**src/rtl/sim_uart_pkg.sv**
```systemverilog
// sim_uart_pkg
//   Shared types and constants for the simulation UART console monitor.
//   rx_state_e : per-channel receiver states
//   CH_LF/CH_CR/CH_EOT : control bytes handled by the line buffer
//   OVERSAMPLE : ticks per bit period
package sim_uart_pkg;

   typedef enum logic [1:0] {
      IDLE  = 2'd0,
      START = 2'd1,
      DATA  = 2'd2,
      STOP  = 2'd3
   } rx_state_e;

   localparam logic [7:0] CH_LF  = 8'h0A;
   localparam logic [7:0] CH_CR  = 8'h0D;
   localparam logic [7:0] CH_EOT = 8'h04;
   localparam int OVERSAMPLE = 16;

endpackage

```
**src/rtl/sim_uart_rx.sv**
```systemverilog
// sim_uart_rx
//   One 8N1 receiver: 2-FF synchroniser, 16x tick divider and RX FSM.
//   Ports:
//     sys_clk_i    clock, all logic on posedge
//     sys_rst_i    synchronous active-high reset
//     rx_i         asynchronous serial line (idle high)
//     data_o       last good byte, updates the cycle after the stop sample
//     valid_o      1-cycle pulse alongside a data_o update
//     frame_err_o  sticky, set when a stop bit is sampled low
module sim_uart_rx
   import sim_uart_pkg::*;
#(
   parameter logic [15:0] DIVISOR = 16'd43
) (
   input  logic       sys_clk_i,
   input  logic       sys_rst_i,
   input  logic       rx_i,
   output logic [7:0] data_o,
   output logic       valid_o,
   output logic       frame_err_o
);

   rx_state_e   state_q;
   logic [1:0]  sync_q;
   logic [15:0] divCnt_q;
   logic [3:0]  tickIdx_q;
   logic [2:0]  bitIdx_q;
   logic [7:0]  shift_q;
   logic [7:0]  data_q;
   logic        valid_q;
   logic        frameErr_q;
   logic        tick;
   logic        rxSync;

   assign rxSync = sync_q[1];

   // A tick marks the end of each 1/16 bit period; the divider only runs
   // while a frame is in progress so the first tick is phase-aligned to
   // the start edge.
   assign tick = (divCnt_q == DIVISOR - 16'd1);

   // Receiver FSM. The synchroniser resets to idle-high so reset never
   // looks like a start edge. Tick index assignments inside the state
   // arms override the free-running increment when a bit is sampled.
   always_ff @(posedge sys_clk_i) begin
      if (sys_rst_i) begin
         state_q    <= IDLE;
         sync_q     <= 2'b11;
         divCnt_q   <= '0;
         tickIdx_q  <= '0;
         bitIdx_q   <= '0;
         shift_q    <= '0;
         data_q     <= '0;
         valid_q    <= 1'b0;
         frameErr_q <= 1'b0;
      end else begin
         sync_q  <= {sync_q[0], rx_i};
         valid_q <= 1'b0;
         if (state_q == IDLE) begin
            divCnt_q  <= '0;
            tickIdx_q <= '0;
         end else if (tick) begin
            divCnt_q  <= '0;
            tickIdx_q <= tickIdx_q + 4'd1;
         end else begin
            divCnt_q <= divCnt_q + 16'd1;
         end
         case (state_q)
            IDLE: begin
               if (!rxSync) state_q <= START;
            end
            START: begin
               if (tick && tickIdx_q == 4'd7) begin
                  tickIdx_q <= '0;
                  bitIdx_q  <= '0;
                  state_q   <= rxSync ? IDLE : DATA;
               end
            end
            DATA: begin
               if (tick && tickIdx_q == 4'd15) begin
                  shift_q  <= {rxSync, shift_q[7:1]};
                  bitIdx_q <= bitIdx_q + 3'd1;
                  if (bitIdx_q == 3'd7) state_q <= STOP;
               end
            end
            STOP: begin
               if (tick && tickIdx_q == 4'd15) begin
                  if (rxSync) begin
                     data_q  <= shift_q;
                     valid_q <= 1'b1;
                  end else begin
                     frameErr_q <= 1'b1;
                  end
                  state_q <= IDLE;
               end
            end
            default: state_q <= IDLE;
         endcase
      end
   end

   assign data_o      = data_q;
   assign valid_o     = valid_q;
   assign frame_err_o = frameErr_q;

endmodule

```
**src/rtl/sim_uart_console.sv**
```systemverilog
// sim_uart_console
//   Multi-channel UART console monitor: decodes N 8N1 lines and prints each
//   completed line atomically as "[chK] text\n".
//   Ports:
//     sys_clk_i, sys_rst_i  clock and synchronous active-high reset
//     uart_rx_i             CHANNELS serial lines (idle high)
//     rx_data_o             last byte per channel, ch K at [8K+7:8K]
//     rx_valid_o            per-channel byte pulse
//     line_done_o           per-channel flush pulse, same cycle as the byte
//     frame_err_o           sticky per-channel framing error
//     overflow_o            sticky per-channel line truncation
//     char_count_o          total valid bytes, wraps at 2^32
//     sim_exit_o            sticky EOT seen (only with SIM_UART_EXIT_EN)
//   Optional feature macro: SIM_UART_EXIT_EN (EOT byte ends the simulation
//   run by raising sim_exit_o; otherwise 0x04 is an ordinary byte).
module sim_uart_console
   import sim_uart_pkg::*;
#(
   parameter int          CHANNELS   = 1,
   parameter logic [15:0] DIVISOR    = 16'd43,
   parameter int          LINE_DEPTH = 128,
   parameter logic [31:0] STDOUT     = 32'h8000_0001
) (
   input  logic                  sys_clk_i,
   input  logic                  sys_rst_i,
   input  logic [CHANNELS-1:0]   uart_rx_i,
   output logic [CHANNELS*8-1:0] rx_data_o,
   output logic [CHANNELS-1:0]   rx_valid_o,
   output logic [CHANNELS-1:0]   line_done_o,
   output logic [CHANNELS-1:0]   frame_err_o,
   output logic [CHANNELS-1:0]   overflow_o,
   output logic [31:0]           char_count_o,
   output logic                  sim_exit_o
);

   localparam int CW = $clog2(LINE_DEPTH);
   localparam logic [CW-1:0] LAST_IDX = CW'(LINE_DEPTH - 1);

   logic [7:0]          lineMem_q [CHANNELS][LINE_DEPTH];
   logic [CW-1:0]       lineCount_q [CHANNELS];
   logic [CHANNELS-1:0] overflow_q;
   logic [31:0]         charCount_q;
   logic [31:0]         charCount_d;
   logic [CHANNELS-1:0] store_d;
   logic [CHANNELS-1:0] flush_d;
   logic [CHANNELS-1:0] ovf_d;
   logic [CHANNELS-1:0] eot_d;

   for (genvar c = 0; c < CHANNELS; c++) begin : g_rx
      sim_uart_rx #(.DIVISOR(DIVISOR)) u_rx (
         .sys_clk_i   (sys_clk_i),
         .sys_rst_i   (sys_rst_i),
         .rx_i        (uart_rx_i[c]),
         .data_o      (rx_data_o[c*8 +: 8]),
         .valid_o     (rx_valid_o[c]),
         .frame_err_o (frame_err_o[c])
      );
   end

   // Classify each arriving byte. A byte landing in the last slot is stored
   // and flushes in the same cycle, so a full line prints the moment it fills.
   always_comb begin
      store_d     = '0;
      flush_d     = '0;
      ovf_d       = '0;
      eot_d       = '0;
      charCount_d = charCount_q;
      for (int c = 0; c < CHANNELS; c++) begin
         if (rx_valid_o[c]) begin
            charCount_d = charCount_d + 32'd1;
            if (rx_data_o[c*8 +: 8] == CH_LF) begin
               flush_d[c] = 1'b1;
`ifdef SIM_UART_EXIT_EN
            end else if (rx_data_o[c*8 +: 8] == CH_EOT) begin
               eot_d[c]   = 1'b1;
               flush_d[c] = (lineCount_q[c] != '0);
`endif
            end else if (rx_data_o[c*8 +: 8] != CH_CR) begin
               store_d[c] = 1'b1;
               if (lineCount_q[c] == LAST_IDX) begin
                  flush_d[c] = 1'b1;
                  ovf_d[c]   = 1'b1;
               end
            end
         end
      end
   end

   // Line counters and sticky flags; a flush takes priority over a store
   // so a truncated line restarts empty.
   always_ff @(posedge sys_clk_i) begin
      if (sys_rst_i) begin
         for (int c = 0; c < CHANNELS; c++) lineCount_q[c] <= '0;
         overflow_q  <= '0;
         charCount_q <= '0;
      end else begin
         for (int c = 0; c < CHANNELS; c++) begin
            if (flush_d[c])      lineCount_q[c] <= '0;
            else if (store_d[c]) lineCount_q[c] <= lineCount_q[c] + 1'b1;
         end
         overflow_q  <= overflow_q | ovf_d;
         charCount_q <= charCount_d;
      end
   end

   // Line storage needs no reset: the counters decide what is valid.
   always_ff @(posedge sys_clk_i) begin
      for (int c = 0; c < CHANNELS; c++) begin
         if (store_d[c]) lineMem_q[c][lineCount_q[c]] <= rx_data_o[c*8 +: 8];
      end
   end

`ifdef SIM_UART_EXIT_EN
   logic simExit_q;

   // EOT latches until reset so the testbench can end the run at leisure.
   always_ff @(posedge sys_clk_i) begin
      if (sys_rst_i) simExit_q <= 1'b0;
      else           simExit_q <= simExit_q | (|eot_d);
   end
   assign sim_exit_o = simExit_q;
`else
   assign sim_exit_o = 1'b0;
`endif

`ifndef SYNTHESIS
   // Printing reads the buffer before this edge's store lands, so the byte
   // that fills an overflowing line is appended explicitly. Channels print
   // in ascending order within the same cycle.
   always @(posedge sys_clk_i) begin
      if (!sys_rst_i && (|flush_d || |eot_d)) begin
         for (int c = 0; c < CHANNELS; c++) begin
            if (flush_d[c]) begin
               $write("[ch%0d] ", c);
               for (int i = 0; i < int'(lineCount_q[c]); i++) $write("%c", lineMem_q[c][i]);
               if (ovf_d[c]) $write("%c", rx_data_o[c*8 +: 8]);
               $write("\n");
            end
            if (eot_d[c]) $display("UART EOT ch%0d", c);
         end
      end
   end
`endif

   assign line_done_o  = flush_d;
   assign overflow_o   = overflow_q;
   assign char_count_o = charCount_q;

endmodule

```
**config.mk**
```make
export PLATFORM = sky130hd
export DESIGN_NAME = sim_uart_console
export DESIGN_NICKNAME = d
export VERILOG_FILES = /design/src/rtl/sim_uart_pkg.sv /design/src/rtl/sim_uart_rx.sv /design/src/rtl/sim_uart_console.sv
export SDC_FILE = /design/constraint.sdc
export NUM_CORES = 1
export LEC_CHECK = 0
export BUFFER_PORTS_ARGS = -buffer_cell sky130_fd_sc_hd__buf_2
export CORE_AREA = 2 2 93 95
export DETAILED_ROUTE_END_ITERATION = 12
export DIE_AREA = 0 0 95 97
export PLACE_DENSITY = 0.65
export SETUP_SLACK_MARGIN = 0.5
export SYNTH_ARGS = -nofsm -noshare
export SYNTH_HDL_FRONTEND = slang
export SYNTH_SLANG_ARGS = --single-unit
```
**constraint.sdc**
```tcl
create_clock -name sys_clk_i -period 2.6 [get_ports sys_clk_i]
set_clock_uncertainty 0.15 [all_clocks]
set_input_delay 0.13 -clock sys_clk_i [delete_from_list [all_inputs] [get_ports sys_clk_i]]
set_output_delay 0.13 -clock sys_clk_i [all_outputs]
set_load 0.005 [all_outputs]
```
==> implementation parameters, run 1 <==
Parameter                              Value

Status
  Outcome ... finished, final reports clean

Clock network
  CTS tree ... built
  CTS Root Cell ... clkbuf_8
  Latest clock arrival within the worst-skew pair ... 350 ps
  CTS H-Tree Depth ... 3
  CTS Buffer Depth ... 2
  Number of sinks handled by clock tree synthesis ... 85
  CTS buffer count ... 9
  Register clock-pin slew on the reported worst setup and hold paths ... 80 ps

Yosys
  Summed instance area of the synthesized netlist ... 3960 sq um
  EDFF count, synth ... 7
  Synthesized netlist net count ... 453
  Share of the synthesized area in the top cell type ... 39.5%
  Largest cells by area after synthesis ... dfxtp_1 (39%), edfxtp_1 (5.3%), xnor2_1 (4.4%)
  Synthesis-stage register bit count ... 85
  Synthesized instance count ... 443
  Library cells used by synthesis ... 47
  Share of synthesized registers carrying an async set or reset ... 0%
  Cell taking the most area after synthesis ... dfxtp_1
  Primary FF master, synth ... dfxtp_1
  Mean Syn Cell Area ... 8.93 sq um
  Number of warnings reported in the yosys synthesis log ... 0
  Sequential cell area fraction in the yosys report ... 44.8%

Job
  Number of max-cap violations ... 0

GRT
  Global router's overall resource usage ... 18.3%
  Maximum number of pins on one net before global-route repair ... 45
  Wire length of the first global-routing pass ... 13.6 mm
  Number of global-route vias before repair ... 2937
  GR Overflow Total ... 0
  Antenna violations before repair ... 0

Setup path
  Slack of the worst reg-to-reg path ... 490 ps
  Worst endpoint required time ... 2720 ps
  Cell with the biggest individual delay on the critical path ... or4_2
  Number of logic stages on the critical path including buffering ... 5
  Reg2reg path depth ... 5
  Stage delay of the slowest cell on the critical path ... 690 ps
  Kind of cell with the highest combined delay on the critical path ... simple AND/OR/NAND/NOR gates
  Worst reg2reg endpoint ... char_count_o[20]
  CP Capture Type ... register
  Worst path cell trace ... nand4_1, buf_4, or4_2, or3_1, a21oi_1
  Critical Path Source Type ... register
  Crit path arrival time ... 2230 ps
  Setup CP Type ... register to register
  Setup crit start ... char_count_o[15]
  Capture point of the critical path ... char_count_o[20]
  Largest fanout of any net on the critical path ... 7
  FF-to-FF Start ... char_count_o[15]
  Crit path buffers/inverters ... 1

Place
  Sum of net half-perimeters after detailed placement ... 5.60 mm
  Port bufs ... 46
  Final weighted congestion in routability-driven placement ... 0.826
  Instance area at placement ... 4230 sq um

Power
  Overall power after layout ... 2190 uW
  Leakage power ... 0.00167 uW
  Power density of the placed cells ... 481 nW/um^2
  Worst ir drop on vdd ... 272 uV

Route
  Met2 routed WL ... 3.96 mm
  Remaining design rule violation count ... 0
  Top routing layer in use ... met4
  Routed wire length per instance ... 13.8 um
  Met1 routed wirelength after detailed routing ... 3.91 mm
  Ratio of routed vias to standard cells ... 5.56
  Number of vias after detailed routing ... 3345
  Number of search-and-repair iterations in the first detailed-routing pass ... 4
  Iteration-0 DRC Markers ... 103
  Detail Route Antenna Nets ... 0
  Met3 wire length ... 313 um
  Total wire length ... 8.30 mm

Min path
  Instance count along the most critical hold path ... 4
  Worst hold path class ... primary input to register

Timing
  Highest attainable clock frequency ... 0.474 GHz
  Fin. Hold Viols ... 0
  Post-route minimum period ... 2110 ps
  RSZ-0062 raised after global routing ... true
  Final hold slack ... 27.1 ps
  Final-layout setup total negative slack ... 0 ps
  Final worst path period share ... 81.2%
  Number of endpoints failing setup at the final stage ... 0
  Max-slew violation total from the final report ... 0

Die
  Top Ports ... 48
  Chip height ... 97 um
  CORE AREA ... 8130 sq um
  Initial standard-cell utilization of the core ... 48.6%
  Full die area ... 9220 sq um
  # rows ... 33
  Die Span X ... 95 um

Cells and area
  Final-stage net count ... 502
  Antenna diode instance count ... 0
  Area growth, synth to finish ... 15.1%
  Fraction of layout instances using a drive strength above 1 ... 22.1%
  Leading cell type in the layout, fill and taps excluded ... dfxtp_1
  Most used cells in the layout excluding fill and tap cells ... dfxtp_1 (67), buf_2 (46), nor2_1 (45), nand2_1 (36), a21oi_1 (28)
  Final design instance area without fill ... 4560 sq um
-- flip-flops by register name, indices dropped and copies added (netlist names), 2 cells and up, named ones only --
name	count
g_rx.u_rx.shift_q	8
g_rx.u_rx.data_o	8
lineCount_q	7
g_rx.u_rx.sync_q	2
g_rx.u_rx.divCnt_q	16
char_count_o	32
g_rx.u_rx.tickIdx_q	4
g_rx.u_rx.bitIdx_q	3
-- timing repair --
item                                    in CTS  in global routing
cloned                                       0                  1
pin swaps                                    3                  4
endpoints found under the hold margin        1                  0
setup buffers                                7                  2
hold buffers                                 1                  0
resized for setup                            8                 18
endpoints found under the setup margin      34                 49
-- how the worst min path moves through the flow --
stage | startpoint | endpoint
after floorplan | uart_rx_i | g_rx[0].u_rx.sync_q[0]
after global placement | uart_rx_i | g_rx[0].u_rx.sync_q[0]
after detailed placement | uart_rx_i | g_rx[0].u_rx.sync_q[0]
after CTS | sys_rst_i | g_rx[0].u_rx.tickIdx_q[2]
after global routing | sys_rst_i | g_rx[0].u_rx.tickIdx_q[2]
final | sys_rst_i | g_rx[0].u_rx.tickIdx_q[3]
-- cells in the mapped netlist, drive strengths merged (2+ instances only) --
cell type and count:
or3 15, a211oi 2, nor4b 5, o21a 2, ha 7, o211ai 3, edfxtp 7, inv 16
or2 3, and4 6, nor4 7, nand2 37, a21oi 28, nor2 45, xnor2 20, a31oi 2
nand3 23, or3b 2, buf 12, or4 17, dfxtp 78, and3b 2, mux2i 17, o21ai 11
nand4 18, clkbuf 11, and3 7, nor3 8, xor2 8, o31ai 14
-- final cells by class --
cell class	instances	area (sq um)
inverters	16	60.1
clock buffers	11	131
well taps	105	131
flip-flops and latches	85	1790
clock inverters	5	36.3
fillers	766	3580
multi-input cells	320	2070
repair buffers	60	338
-- power breakdown --
| part | leakage (uW) | total [uW] | switching [uW] | internal [uW] |
|---|---|---|---|---|
| Clock | 0.0000760 | 815 | 466 | 349 |
| Sequential | 0.000705 | 1330 | 8.15 | 1320 |
| Combinational | 0.000885 | 43.7 | 29.3 | 14.5 |
-- worst register-to-register path, stage by stage, from the launching register on --
cell,delay [ps]
dfxtp_2,380
nand4_1,150
buf_4,180
or4_2,690
or3_1,350
a21oi_1,160
-- per-stage QoR --
step | setup slack (ps) | instances | utilization [%]
finish | 490 | 602 | 56.0
global route | 405 | 602 | 56.0
CTS | 497 | 599 | 55.1
detailed placement | 335 | 575 | 52.0
global placement | 455 | 575 | 52.0
floorplan | 557 | 443 | -
-- metal layers --
metal / global-route usage [%] / up-vias
met3: 4.21 / 9
met5: 0 / -
met4: 6.02 / 0
met2: 29.0 / 53
met1: 24.4 / 1582
li1: - / 1701
-- cells by family after synthesis --
family / count (synthesis) / synth area share (%)
mux: 18 / 4.59
xor+xnor: 28 / 6.20
buf+inv: 39 / 4.43
other cells: 1 / 0.0948
compound gates: 67 / 10.4
fa+ha+maj: 7 / 2.21
flops: 85 / 44.8
simple gates: 198 / 27.3
(Power assumes the default switching activity.)
==> run 2: changes to the inputs <==
--- a/config.mk
+++ b/config.mk
@@ -5,11 +5,12 @@
 export SDC_FILE = /design/constraint.sdc
 export NUM_CORES = 1
 export LEC_CHECK = 0
+export ABC_AREA = 1
 export BUFFER_PORTS_ARGS = -buffer_cell sky130_fd_sc_hd__buf_2
-export CORE_AREA = 2 2 93 95
+export CORE_AREA = 2 2 96 98
 export DETAILED_ROUTE_END_ITERATION = 12
-export DIE_AREA = 0 0 95 97
-export PLACE_DENSITY = 0.65
+export DIE_AREA = 0 0 98 100
+export PLACE_DENSITY = 0.68
 export SETUP_SLACK_MARGIN = 0.5
 export SYNTH_ARGS = -nofsm -noshare
 export SYNTH_HDL_FRONTEND = slang
==> constraint.sdc (replaced) <==
create_clock -name sys_clk_i -period 1.78 [get_ports sys_clk_i]
set_clock_uncertainty 0.15 [all_clocks]
set_input_delay 0.089 -clock sys_clk_i [delete_from_list [all_inputs] [get_ports sys_clk_i]]
set_output_delay 0.089 -clock sys_clk_i [all_outputs]
set_load 0.005 [all_outputs]
==> run 2 against run 1 <==
Against the previous run: the flow now finishes with violations (negative setup slack); sequential power increased by 44%; worst setup slack got worse by 710 ps; register-to-register slack got worse by 710 ps; power increased by 55%; area after synthesis increased by 7.0%; wire length increased by 75%; fmax increased by 5.2%; final cell count increased by 43%; sequential share of layout area decreased by 12 points; critical path depth increased by 9.
==> implementation parameters, run 2 <==
Parameter                              Value

Status
  Outcome ... complete, but fails checks (was finished, final reports clean)
  Failing checks ... negative setup slack

Yosys
  Number of warnings reported in the yosys synthesis log ... 0 (unchanged)
  Cell with the most instances after synthesis ... nand2_1 (was dfxtp_1)
  Top cells by count, synth ... nand2_1 (117), nor2_1 (109), dfxtp_1 (78), inv_1 (68), nand3_1 (42) (was dfxtp_1 (78), nor2_1 (45), nand2_1 (37), a21oi_1 (28), nand3_1 (22))
  Share of the synthesized area in the top cell type ... 36.9% (was 39.5%)
  Largest cells by area after synthesis ... dfxtp_1 (37%), nand2_1 (10%), nor2_1 (9.7%) (was dfxtp_1 (39%), edfxtp_1 (5.3%), xnor2_1 (4.4%))
  Sequential cell area fraction in the yosys report ... 41.9% (was 44.8%)
  Synthesis-stage register bit count ... 85 (unchanged)
  Library cells used by synthesis ... 40 (was 47)
  Synthesized netlist net count ... 605 (was 453)
  Summed instance area of the synthesized netlist ... 4230 sq um (was 3960 sq um)
  Share of synthesized registers carrying an async set or reset ... 0% (unchanged)
  EDFF count, synth ... 7 (unchanged)
  Synthesized instance count ... 595 (was 443)
  Mean Syn Cell Area ... 7.11 sq um (was 8.93 sq um)
  Primary FF master, synth ... dfxtp_1 (unchanged)
  Cell taking the most area after synthesis ... dfxtp_1 (unchanged)

Timing
  Post-route minimum period ... 2010 ps (was 2110 ps)
  RSZ-0062 raised after global routing ... true (unchanged)
  Highest attainable clock frequency ... 0.499 GHz (was 0.474 GHz)
  Max-slew violation total from the final report ... 0 (unchanged)
  Worst setup slack after layout ... -225 ps (was 490 ps)
  Final-layout setup total negative slack ... -1970 ps (was 0 ps)
  Fin. Hold Viols ... 0 (unchanged)
  Final worst path period share ... 113% (was 81.2%)
  Number of endpoints failing setup at the final stage ... 16 (was 0)

Setup path
  Worst endpoint required time ... 1880 ps (was 2720 ps)
  Slack of the worst reg-to-reg path ... -230 ps (was 490 ps)
  CP Capture Type ... register (unchanged)
  Crit path arrival time ... 2110 ps (was 2230 ps)
  CP dominant cell by count ... buf_4
  Critical Path Source Type ... register (unchanged)
  Largest fanout of any net on the critical path ... 2 (was 7)
  Setup CP Type ... register to register (unchanged)
  Cell with the biggest individual delay on the critical path ... edfxtp_1 (was or4_2)
  Stage delay of the slowest cell on the critical path ... 400 ps (was 690 ps)
  Worst path cell trace ... ha_2, nand2_2, nor2_1, nand3_1, inv_1, nand2_1, nor2_2, buf_4, buf_4, buf_4, buf_4, buf_4, nand3_1, a21oi_1 (was nand4_1, buf_4, or4_2, or3_1, a21oi_1)

Power
  Power density of the placed cells ... 498 nW/um^2 (was 481 nW/um^2)
  Int Pwr ... 2500 uW (was 1690 uW)
  Switching power of the nets ... 902 uW (was 503 uW)
  Net switching share of the total power ... 26.5% (was 23.0%)
  Power share of the clock group ... 38.6% (was 37.2%)
  Logic gate share of total power ... 4.9% (was 2.0%)
  Leakage power ... 0.00306 uW (was 0.00167 uW)
  Worst ir drop on vdd ... 341 uV (was 272 uV)
  Register share of total power ... 56.4% (was 60.8%)

Route
  Detail Route Antenna Nets ... 0 (unchanged)
  Number of search-and-repair iterations in the first detailed-routing pass ... 7 (was 4)
  Number of vias after detailed routing ... 4774 (was 3345)
  Remaining design rule violation count ... 0 (unchanged)
  Routed wire length per instance ... 16.8 um (was 13.8 um)
  Total wire length ... 14.5 mm (was 8.30 mm)
  Ratio of routed vias to standard cells ... 5.54 (was 5.56)
  Iteration-0 DRC Markers ... 311 (was 103)

Die
  CORE AREA ... 8890 sq um (was 8130 sq um)
  Die Span X ... 98 um (was 95 um)
  Top Ports ... 48 (unchanged)
  Full die area ... 9800 sq um (was 9220 sq um)
  # rows ... 35 (was 33)
  Chip height ... 100 um (was 97 um)
  Initial standard-cell utilization of the core ... 47.6% (was 48.6%)

Clock network
  CTS tree ... built (unchanged)
  CTS Root Cell ... clkbuf_8 (unchanged)
  CTS buffer count ... 9 (unchanged)
  Number of sinks handled by clock tree synthesis ... 85 (unchanged)
  Latest clock arrival within the worst-skew pair ... 360 ps (was 350 ps)
  CTS H-Tree Depth ... 3 (unchanged)
  Register clock-pin slew on the reported worst setup and hold paths ... 90 ps (was 80 ps)
  CTS Buffer Depth ... 2 (unchanged)

GRT
  Number of global-route vias before repair ... 4239 (was 2937)
  Global router's overall resource usage ... 24.2% (was 18.3%)
  Met2 usage ... 42.9% (was 29.0%)
  Wire length of the first global-routing pass ... 19.4 mm (was 13.6 mm)
  Maximum number of pins on one net before global-route repair ... 20 (was 45)
  Most heavily used metal layer in global routing ... met2 (unchanged)
  Antenna violations before repair ... 0 (unchanged)
  Global routing met3 resource utilization ... 4.11% (was 4.21%)
  GR Overflow Total ... 0 (unchanged)
  Met1 track utilization from global routing ... 29.1% (was 24.4%)

Place
  Sum of net half-perimeters after detailed placement ... 7.17 mm (was 5.60 mm)
  Final weighted congestion in routability-driven placement ... 0.861 (was 0.826)
  Port bufs ... 46 (unchanged)

Cells and area
  Final design utilization ... 76.7% (was 56.0%)
  Filler instances ... 547 (was 766)
  Leading cell type in the layout, fill and taps excluded ... nor2_1 (was dfxtp_1)
  Max FFs per register ... 32 (unchanged)
  Flip-flop and latch area ... 1880 sq um (was 1790 sq um)
  Area growth, synth to finish ... 61.2% (was 15.1%)
  Antenna diode instance count ... 0 (unchanged)
  Multi-input gate area ... 3130 sq um (was 2070 sq um)
  Most used cells in the layout excluding fill and tap cells ... nor2_1 (80), nand2_1 (66), buf_4 (59), inv_1 (50), buf_6 (44) (was dfxtp_1 (67), buf_2 (46), nor2_1 (45), nand2_1 (36), a21oi_1 (28))
  Fraction of layout instances using a drive strength above 1 ... 55.9% (was 22.1%)
  Final-stage net count ... 756 (was 502)

Job
  Number of max-cap violations ... 0 (unchanged)

Min path
  Worst hold path class ... primary input to register (unchanged)
## run 2: layer usage
metal / wire length, um / vias up
met4: 538 / 0
met5: 0 / -
li1: - / 2226
met3: 766 / 61
met2: 7540 / 220
met1: 5650 / 2267
## run 2: final timing paths
path                                             start                     end  depth (start not counted)
worst max-delay path                 lineCount_q[0][0]              overflow_o                         14
worst min-delay path                         sys_rst_i        char_count_o[31]                          3
worst max register to register       lineCount_q[0][0]              overflow_o                         14
worst min register to register  g_rx[0].u_rx.sync_q[0]  g_rx[0].u_rx.sync_q[1]                          1
## run 2: area by class of cell
type                       count  share of cell area (%)
multi-input combinational    429                    45.9
inverter                      72                    4.36
clock buffer                   9                    1.82
sequential                    85                    27.5
timing repair buffer         149                    17.5
tap                          111                    2.04
clock inverter                 7                   0.862
## run 2: cells by family (layout without fill, tap and decap cells)
logic type               after synthesis  count (layout)  share of synthesized area (%)
flip-flops                            85              85                           41.9
AND/OR/NAND/NOR                      341             345                           36.6
buffers and inverters                 85             237                           8.45
AO/OA/AOI/OAI                         58              58                           7.18
adder cells (fa/ha/maj)                7               7                           2.07
XOR/XNOR                              18              18                           3.72
other                                  1               1                         0.0886
## run 2: power groups by stage
stage	Sequential [uW]	Combinational, uW	Clock (uW)
after floorplan	1980	72.6	0
after global placement	1980	97.0	0
after detailed placement	1980	99.4	0
after CTS	1920	132	1310
after global routing	1920	180	1400
final	1920	168	1310
## run 2: critical path: cells and delay by family (launching register included)
kind            cells  cell delay (ps)
buf+inv             6              690
flops               1              400
simple gates        6              370
fa+ha+maj           1              210
compound gates      1               60
## run 2: stage by stage
step	hold WS (ps)	cells	setup WS (ps)	total power [uW]	area [sq um]
floorplan	42.8	595	38.0	2050	4600
finish	32.0	862	-225	3400	6820
global route	28.4	862	-315	3500	6820
global placement	144	753	54.3	2080	4980
CTS	14.0	833	-175	3370	6160
detailed placement	143	753	6.23	2080	4980
## run 2: what timing repair did
item	CTS	global route
hold buffers	1	0
endpoints found under the setup margin	87	89
pin swaps	78	63
resized for setup	149	120
buffers inserted	60	28
cloned	3	1
endpoints found under the hold margin	1	0
